[config.mk]
export PLATFORM = sky130hd
export DESIGN_NAME = dilithium_job_sched
export DESIGN_NICKNAME = d
export VERILOG_FILES = /design/src/rtl/dilithium_job_sched.sv
export SDC_FILE = /design/constraint.sdc
export NUM_CORES = 1
export LEC_CHECK = 0
export ABC_CLOCK_PERIOD_IN_PS = 3450
export BUFFER_PORTS_ARGS = -buffer_cell sky130_fd_sc_hd__buf_2
export CELL_PAD_IN_SITES_DETAIL_PLACEMENT = 0
export CELL_PAD_IN_SITES_GLOBAL_PLACEMENT = 2
export CORE_MARGIN = 5
export CORE_UTILIZATION = 26
export DETAILED_ROUTE_END_ITERATION = 7
export PLACE_DENSITY = 0.77
export SLEW_MARGIN = 20
export SYNTH_ARGS = -nofsm -noshare
export SYNTH_HDL_FRONTEND = slang
export SYNTH_SLANG_ARGS = --single-unit
[constraint.sdc]
create_clock -name clk -period 3.45 [get_ports clk]
set_input_delay 0.345 -clock clk [delete_from_list [all_inputs] [get_ports clk]]
set_output_delay 0.345 -clock clk [all_outputs]
set_load 0.03 [all_outputs]
[src/rtl/dilithium_job_sched.sv]
// Dilithium job scheduler: accepts one job descriptor at a time, starts the
// core, forwards cmd_len host words into the core input stream, then waits
// for the core's final output beat. A watchdog aborts stalled jobs by
// pulsing the core reset, and every job ends with a one-cycle done pulse
// that carries a completion status.
module dilithium_job_sched #(
  parameter int unsigned TIMEOUT_CYCLES = 1048576,
  parameter int unsigned LEN_W          = 16
) (
  input  logic             clk,
  input  logic             rst_n,
  input  logic             cmd_valid,
  output logic             cmd_ready,
  input  logic [1:0]       cmd_mode,
  input  logic [2:0]       cmd_sec_lvl,
  input  logic [LEN_W-1:0] cmd_len,
  input  logic             s_valid,
  output logic             s_ready,
  input  logic [63:0]      s_data,
  output logic             core_start,
  output logic [1:0]       core_mode,
  output logic [2:0]       core_sec_lvl,
  output logic             core_rst,
  output logic             core_valid_i,
  input  logic             core_ready_i,
  output logic [63:0]      core_data_i,
  input  logic             core_valid_o,
  input  logic             core_ready_o,
  input  logic             core_last,
  output logic             busy,
  output logic             done,
  output logic [1:0]       status,
  output logic [15:0]      jobs_ok
);

  localparam int unsigned WD_W = $clog2(TIMEOUT_CYCLES + 1);

  typedef enum logic [2:0] {
    S_IDLE, S_START, S_FEED, S_DRAIN, S_RECOVER, S_DONE
  } state_t;

  state_t           state, next_state;
  logic [1:0]       next_status;
  logic [1:0]       job_mode;
  logic [2:0]       job_sec_lvl;
  logic [LEN_W-1:0] remaining;
  logic [WD_W-1:0]  wd_cnt;
  logic             rec_cnt;
  logic [1:0]       status_q;
  logic [15:0]      jobs_ok_q;

  logic cmd_fire, cmd_legal, feeding, in_hs, out_hs, last_hs, wd_expire;

  assign cmd_fire  = cmd_valid && (state == S_IDLE);
  assign cmd_legal = (cmd_mode <= 2'd2) &&
                     ((cmd_sec_lvl == 3'd2) || (cmd_sec_lvl == 3'd3) || (cmd_sec_lvl == 3'd5));
  assign feeding   = (state == S_FEED) && (remaining != '0);
  assign in_hs     = feeding && s_valid && core_ready_i;
  assign out_hs    = core_valid_o && core_ready_o;
  assign last_hs   = out_hs && core_last;
  // Expiry fires on the cycle the counter would reach TIMEOUT_CYCLES.
  assign wd_expire = (wd_cnt == WD_W'(TIMEOUT_CYCLES - 1)) && !in_hs && !out_hs;

  // State register
  always_ff @(posedge clk or negedge rst_n) begin
    if (!rst_n) state <= S_IDLE;
    else        state <= next_state;
  end

  // Next-state and completion-status selection
  always_comb begin
    next_state  = state;
    next_status = status_q;
    case (state)
      S_IDLE: begin
        if (cmd_valid) begin
          if (cmd_legal) begin
            next_state = S_START;
          end else begin
            next_state  = S_DONE;
            next_status = 2'd1;
          end
        end
      end
      S_START: next_state = S_FEED;
      S_FEED: begin
        if (remaining == '0) begin
          // All words already forwarded: a last beat here is a normal finish.
          if (last_hs) begin
            next_state  = S_DONE;
            next_status = 2'd0;
          end else begin
            next_state = S_DRAIN;
          end
        end else if (last_hs) begin
          next_state  = S_DONE;
          next_status = (in_hs && (remaining == LEN_W'(1))) ? 2'd0 : 2'd3;
        end else if (wd_expire) begin
          next_state = S_RECOVER;
        end
      end
      S_DRAIN: begin
        if (last_hs) begin
          next_state  = S_DONE;
          next_status = 2'd0;
        end else if (wd_expire) begin
          next_state = S_RECOVER;
        end
      end
      S_RECOVER: begin
        if (rec_cnt) begin
          next_state  = S_DONE;
          next_status = 2'd2;
        end
      end
      S_DONE:  next_state = S_IDLE;
      default: next_state = S_IDLE;
    endcase
  end

  // Job registers, word counter, watchdog and recover-cycle counter
  always_ff @(posedge clk or negedge rst_n) begin
    if (!rst_n) begin
      job_mode    <= '0;
      job_sec_lvl <= '0;
      remaining   <= '0;
      wd_cnt      <= '0;
      rec_cnt     <= 1'b0;
    end else begin
      if (cmd_fire) begin
        job_mode    <= cmd_mode;
        job_sec_lvl <= cmd_sec_lvl;
        remaining   <= cmd_len;
      end else if (in_hs) begin
        remaining <= remaining - LEN_W'(1);
      end

      if ((state == S_FEED) || (state == S_DRAIN)) begin
        if (in_hs || out_hs) wd_cnt <= '0;
        else                 wd_cnt <= wd_cnt + WD_W'(1);
      end else begin
        wd_cnt <= '0;
      end

      rec_cnt <= (state == S_RECOVER) ? ~rec_cnt : 1'b0;
    end
  end

  // Status and success counter, updated on entry to DONE
  always_ff @(posedge clk or negedge rst_n) begin
    if (!rst_n) begin
      status_q  <= '0;
      jobs_ok_q <= '0;
    end else if ((next_state == S_DONE) && (state != S_DONE)) begin
      status_q <= next_status;
      if (next_status == 2'd0) jobs_ok_q <= jobs_ok_q + 16'd1;
    end
  end

  // Outputs decoded from state plus stream pass-through
  always_comb begin
    cmd_ready    = (state == S_IDLE);
    busy         = (state != S_IDLE);
    core_start   = (state == S_START);
    done         = (state == S_DONE);
    s_ready      = feeding && core_ready_i;
    core_valid_i = feeding && s_valid;
    core_data_i  = s_data;
    core_rst     = !rst_n || (state == S_RECOVER);
    core_mode    = job_mode;
    core_sec_lvl = job_sec_lvl;
    status       = status_q;
    jobs_ok      = jobs_ok_q;
  end

endmodule

==> impl.org <==
** Floorplan
- The initial utilization of the core area, before any placement, comes to 26.2%.
- Measured along the y axis, the die boundary spans ~130 um.
- Die width :: 133 um
- 187 I/O pins were placed.
- The core region is about 15,000 um^2.
- Cell row count :: 45
- The die covers 17,700 um^2.

** Drt
- The first detailed-routing pass ran for 6 iterations.
- Detail-routed via count per cell :: 4.67
- In the routed design, unresolved DRC markers number 0.
- Summed over all layers, the routed wires come to 8810 um.
- Total via count after detailed routing :: between 2,000 and 3,000
- After detailed routing, the average wire length per cell comes to 14.6 um.
- Final antenna-violating net count :: 0
- DRT iter0 DRCs :: 235

** Timing
- Across the routed clock network, the largest skew measured is 0.00599 ns.
- Setup TNS :: 0 ns
- Worst path setup slack after routing :: 0.201 ns
- The final count of pins violating max slew came to 0.
- For the pin with the worst max-slew slack, the measured transition is 0.828 ns.
- Setup violations remaining at the end of the flow were counted as 0.
- In the finished design, the share of the clock period the worst path needs comes to 94.2%.
- The hold violation total from the final report is 0.
- Setup repair after global routing left no endpoint under its margin.
- Hold_ws :: roughly 0.22 ns
- Relative slew slack :: 44.8%
- Post-layout min period :: 3.25 ns
- Based on the critical path, the design can be clocked at up to around 0.3 GHz.

** Synthesis
- Yosys cell types :: 50
- Top cells by instance count after synthesis :: 64 x sky130_fd_sc_hd__buf_4, 64 x sky130_fd_sc_hd__dfrtp_1, 41 x sky130_fd_sc_hd__nand2_1, 34 x sky130_fd_sc_hd__nor2_1, 31 x sky130_fd_sc_hd__xor2_1
- Proportion of netlist area held by the largest area contributor :: 40.6%
- In this run, synthesis produced a sequential element count of 64.
- Cell area after synthesis :: 3940 um^2
- Number of standard cells after synthesis :: approximately 420
- In this run, synthesis inferred 0 flip-flops with an integrated enable.
- In the synthesized netlist the dominant register cell turns out to be sky130_fd_sc_hd__dfrtp_1.
- The largest total area in the synthesized netlist belongs to sky130_fd_sc_hd__dfrtp_1.
- Share of flip-flops with an asynchronous set or reset after synthesis :: 100%
- Synth Warn # :: 0
- Post-Synthesis Mean Instance Area :: 9.47 um^2
- Yosys attributes the largest share of cell area to sky130_fd_sc_hd__dfrtp_1 41%, sky130_fd_sc_hd__buf_4 12%, sky130_fd_sc_hd__xor2_1 6.9%, sky130_fd_sc_hd__xnor2_1 4.0%, sky130_fd_sc_hd__nand2_1 3.9%.
- Part of the Yosys area used for sequential elements :: 40.6%
- Counting every net in the synthesized netlist gives 513.

** Final layout
- Fraction of layout cells with a size suffix above 1 :: 23.9%
- The repair_antennas step left the layout with diodes totalling 0.
- Filler-free cell count of the finished design :: 602
- Measured on the finished design, the core utilization comes to 28.2%.
- Number of nets at the end of the flow :: 506
- Final Instance Area :: 4230 um^2
- Filler cell count in the final layout :: between 1,500 and 2,000
- Relative to the synthesized area, the layout overhead comes to 7.43%.

** Power
- For this design the static power due to leakage is 1.82 nW.
- Overall power :: 3.13 mW
- Across the VDD grid, the largest voltage drop is around 0.23 mV.
- Dividing total power by cell area gives a power density of 741 nW/um^2.

** Clock tree
- Clock tree from TritonCTS :: yes
- Clock latency on the worst-skew pair :: 0.33 ns
- Root Buffer :: sky130_fd_sc_hd__clkbuf_16
- After clock tree synthesis, the setup repair step added 0 buffers.
- The H-tree was split into 3 levels.
- Largest buffer count on any clock path :: 2
- The clock net in this run drives a total of 64 sinks.
- Number of buffers added by the clock tree synthesis step :: 9
- After clock tree synthesis, the clock-pin slew on the worst setup and hold paths is 0.05 ns.
- Gates resized, CTS repair :: 0
- Number of buffers inserted by hold repair at cts :: 0

** Placed design
- The count of buffers added on input and output ports is 58.
- Placed Area :: 3930 um^2
- Setup Slack @ Placement :: approximately 0.20 ns
- Detailed placement finished with a half-perimeter wire length of 6480 um.
- DP Cell Count :: 586
- Routability-driven placement congestion ratio :: around 0.76

** Hold path
- The worst hold path passes through 3 cells.
- In this run the worst hold path is classified as in -> reg.

** Global routing
- The initial antenna violation count came to 0.
- Total grt overflow :: 0
- For met3 alone, demand over resource in global routing was around 4%.
- Met2 track utilization from global routing :: between 10% and 20%
- For met1 alone, demand over resource in global routing was 12.3%.
- The number of global-route vias before repair came to 2,936.
- Overall routing resource usage :: 10.3%
- Wire length of the first global-routing pass :: 14,700 um
- Largest net degree at the start of global routing :: 65
- The global routing stage identified its most utilized layer as met2.

** Worst setup path
- Worst EP required :: 3.66 ns
- Signal arrival time at the worst endpoint :: 3.46 ns
- Worst-path fanout max :: 16
- Start-to-end type of the worst setup path :: reg -> reg
- Worst Reg2Reg Path Length in Cells :: 8
- Type of element capturing the critical path :: register
- The worst setup path is launched from a register.

** Run status
- Outcome :: complete, no violations

** Flow run
- Max-cap violations in this run came to 0.
==> critical path, stage by stage, from the launching register on <==
cell,delay [ns]
sky130_fd_sc_hd__dfrtp_1,0.41
sky130_fd_sc_hd__inv_1,0.07
sky130_fd_sc_hd__ha_1,0.22
sky130_fd_sc_hd__or4b_2,0.59
sky130_fd_sc_hd__or4_4,0.49
sky130_fd_sc_hd__and2_4,0.20
sky130_fd_sc_hd__o31a_4,0.44
sky130_fd_sc_hd__nor3_1,0.33
sky130_fd_sc_hd__mux2_2,0.37
==> report_power, final <==
part | total (mW) | internal, mW | leakage, nW | switching [mW]
clock | 0.909 | 0.596 | 0.150 | 0.313
combinational | 1.08 | 0.389 | 0.841 | 0.694
sequential | 1.14 | 0.935 | 0.832 | 0.207
total | 3.13 | 1.92 | 1.82 | 1.21
==> cells by family after synthesis <==
logic type / share of synthesized area, %
AOI/OAI and AO/OA: 7.34
muxes: 1.71
xor gates and xnor gates: 10.9
adders and majority gates: 1.27
DFF: 40.6
and+or+nand+nor: 23.1
buffers and inverters: 15.0
==> final timing paths <==
kind                                   start      endpoint  slack (ns)
worst max-delay path            remaining[0]    jobs_ok[1]        0.20
worst min-delay path              cmd_len[0]  remaining[0]        0.22
worst max register to register  remaining[0]    jobs_ok[1]        0.20
worst min register to register     wd_cnt[0]     wd_cnt[0]        0.49
max in group asynchronous              rst_n   jobs_ok[13]        2.62
min in group asynchronous              rst_n  remaining[8]        0.29
==> cell type report <==
class	instances	area (um^2)	area share (%)
multi-input combinational	265	1750	41.3
clock inverter	3	40.0	0.946
sequential	64	1600	37.8
tap	188	235	5.56
timing repair buffer	62	320	7.57
inverter	7	26.3	0.621
clock buffer	13	260	6.15
==> layout by cell type, fill, tap and decap left out, types with 2 or more instances in the layout <==
cell                        netlist  routed
sky130_fd_sc_hd__dfrtp_1         64      64
sky130_fd_sc_hd__buf_2            2      58
sky130_fd_sc_hd__nand2_1         41      41
sky130_fd_sc_hd__nor2_1          34      33
sky130_fd_sc_hd__xor2_1          31      31
sky130_fd_sc_hd__nand3_1         18      18
sky130_fd_sc_hd__xnor2_1         18      18
sky130_fd_sc_hd__o21ai_0         17      17
sky130_fd_sc_hd__and3_1          10      10
sky130_fd_sc_hd__nor3_1           9       9
sky130_fd_sc_hd__clkbuf_16        0       9
sky130_fd_sc_hd__nor4_2           8       8
sky130_fd_sc_hd__inv_1            7       7
sky130_fd_sc_hd__or3_1            6       6
sky130_fd_sc_hd__nor4_1           6       6
sky130_fd_sc_hd__mux2_2           6       6
sky130_fd_sc_hd__and4_1           5       5
sky130_fd_sc_hd__a21oi_1          5       5
sky130_fd_sc_hd__o211ai_1         4       4
sky130_fd_sc_hd__nand4_1          4       4
sky130_fd_sc_hd__a31oi_1          4       4
sky130_fd_sc_hd__ha_1             4       4
sky130_fd_sc_hd__buf_4           64       4
sky130_fd_sc_hd__nand2b_1         3       3
sky130_fd_sc_hd__nor4b_1          3       3
sky130_fd_sc_hd__or4_4            2       2
sky130_fd_sc_hd__or4_1            2       2
sky130_fd_sc_hd__and2_1           2       2
sky130_fd_sc_hd__o2111ai_1        2       2
sky130_fd_sc_hd__or2_2            2       2
sky130_fd_sc_hd__a221oi_1         2       2
sky130_fd_sc_hd__clkbuf_8         0       2
sky130_fd_sc_hd__clkbuf_1         9       2
sky130_fd_sc_hd__clkinv_2         0       2
==> flip-flops by register name (all words and copies together) (netlist names) <==
signal,cells
wd_cnt,21
jobs_ok,16
remaining,16
core_sec_lvl,3
state,3
core_mode,2
status,2
rec_cnt,1
==> per-layer routing <==
layer  wire (um)  up-vias
met5           0        -
met4         205        0
met3         539       22
met2        4160       66
met1        3900     1367
li1            -     1354
No activity file was read; power rests on OpenSTA's default activity.
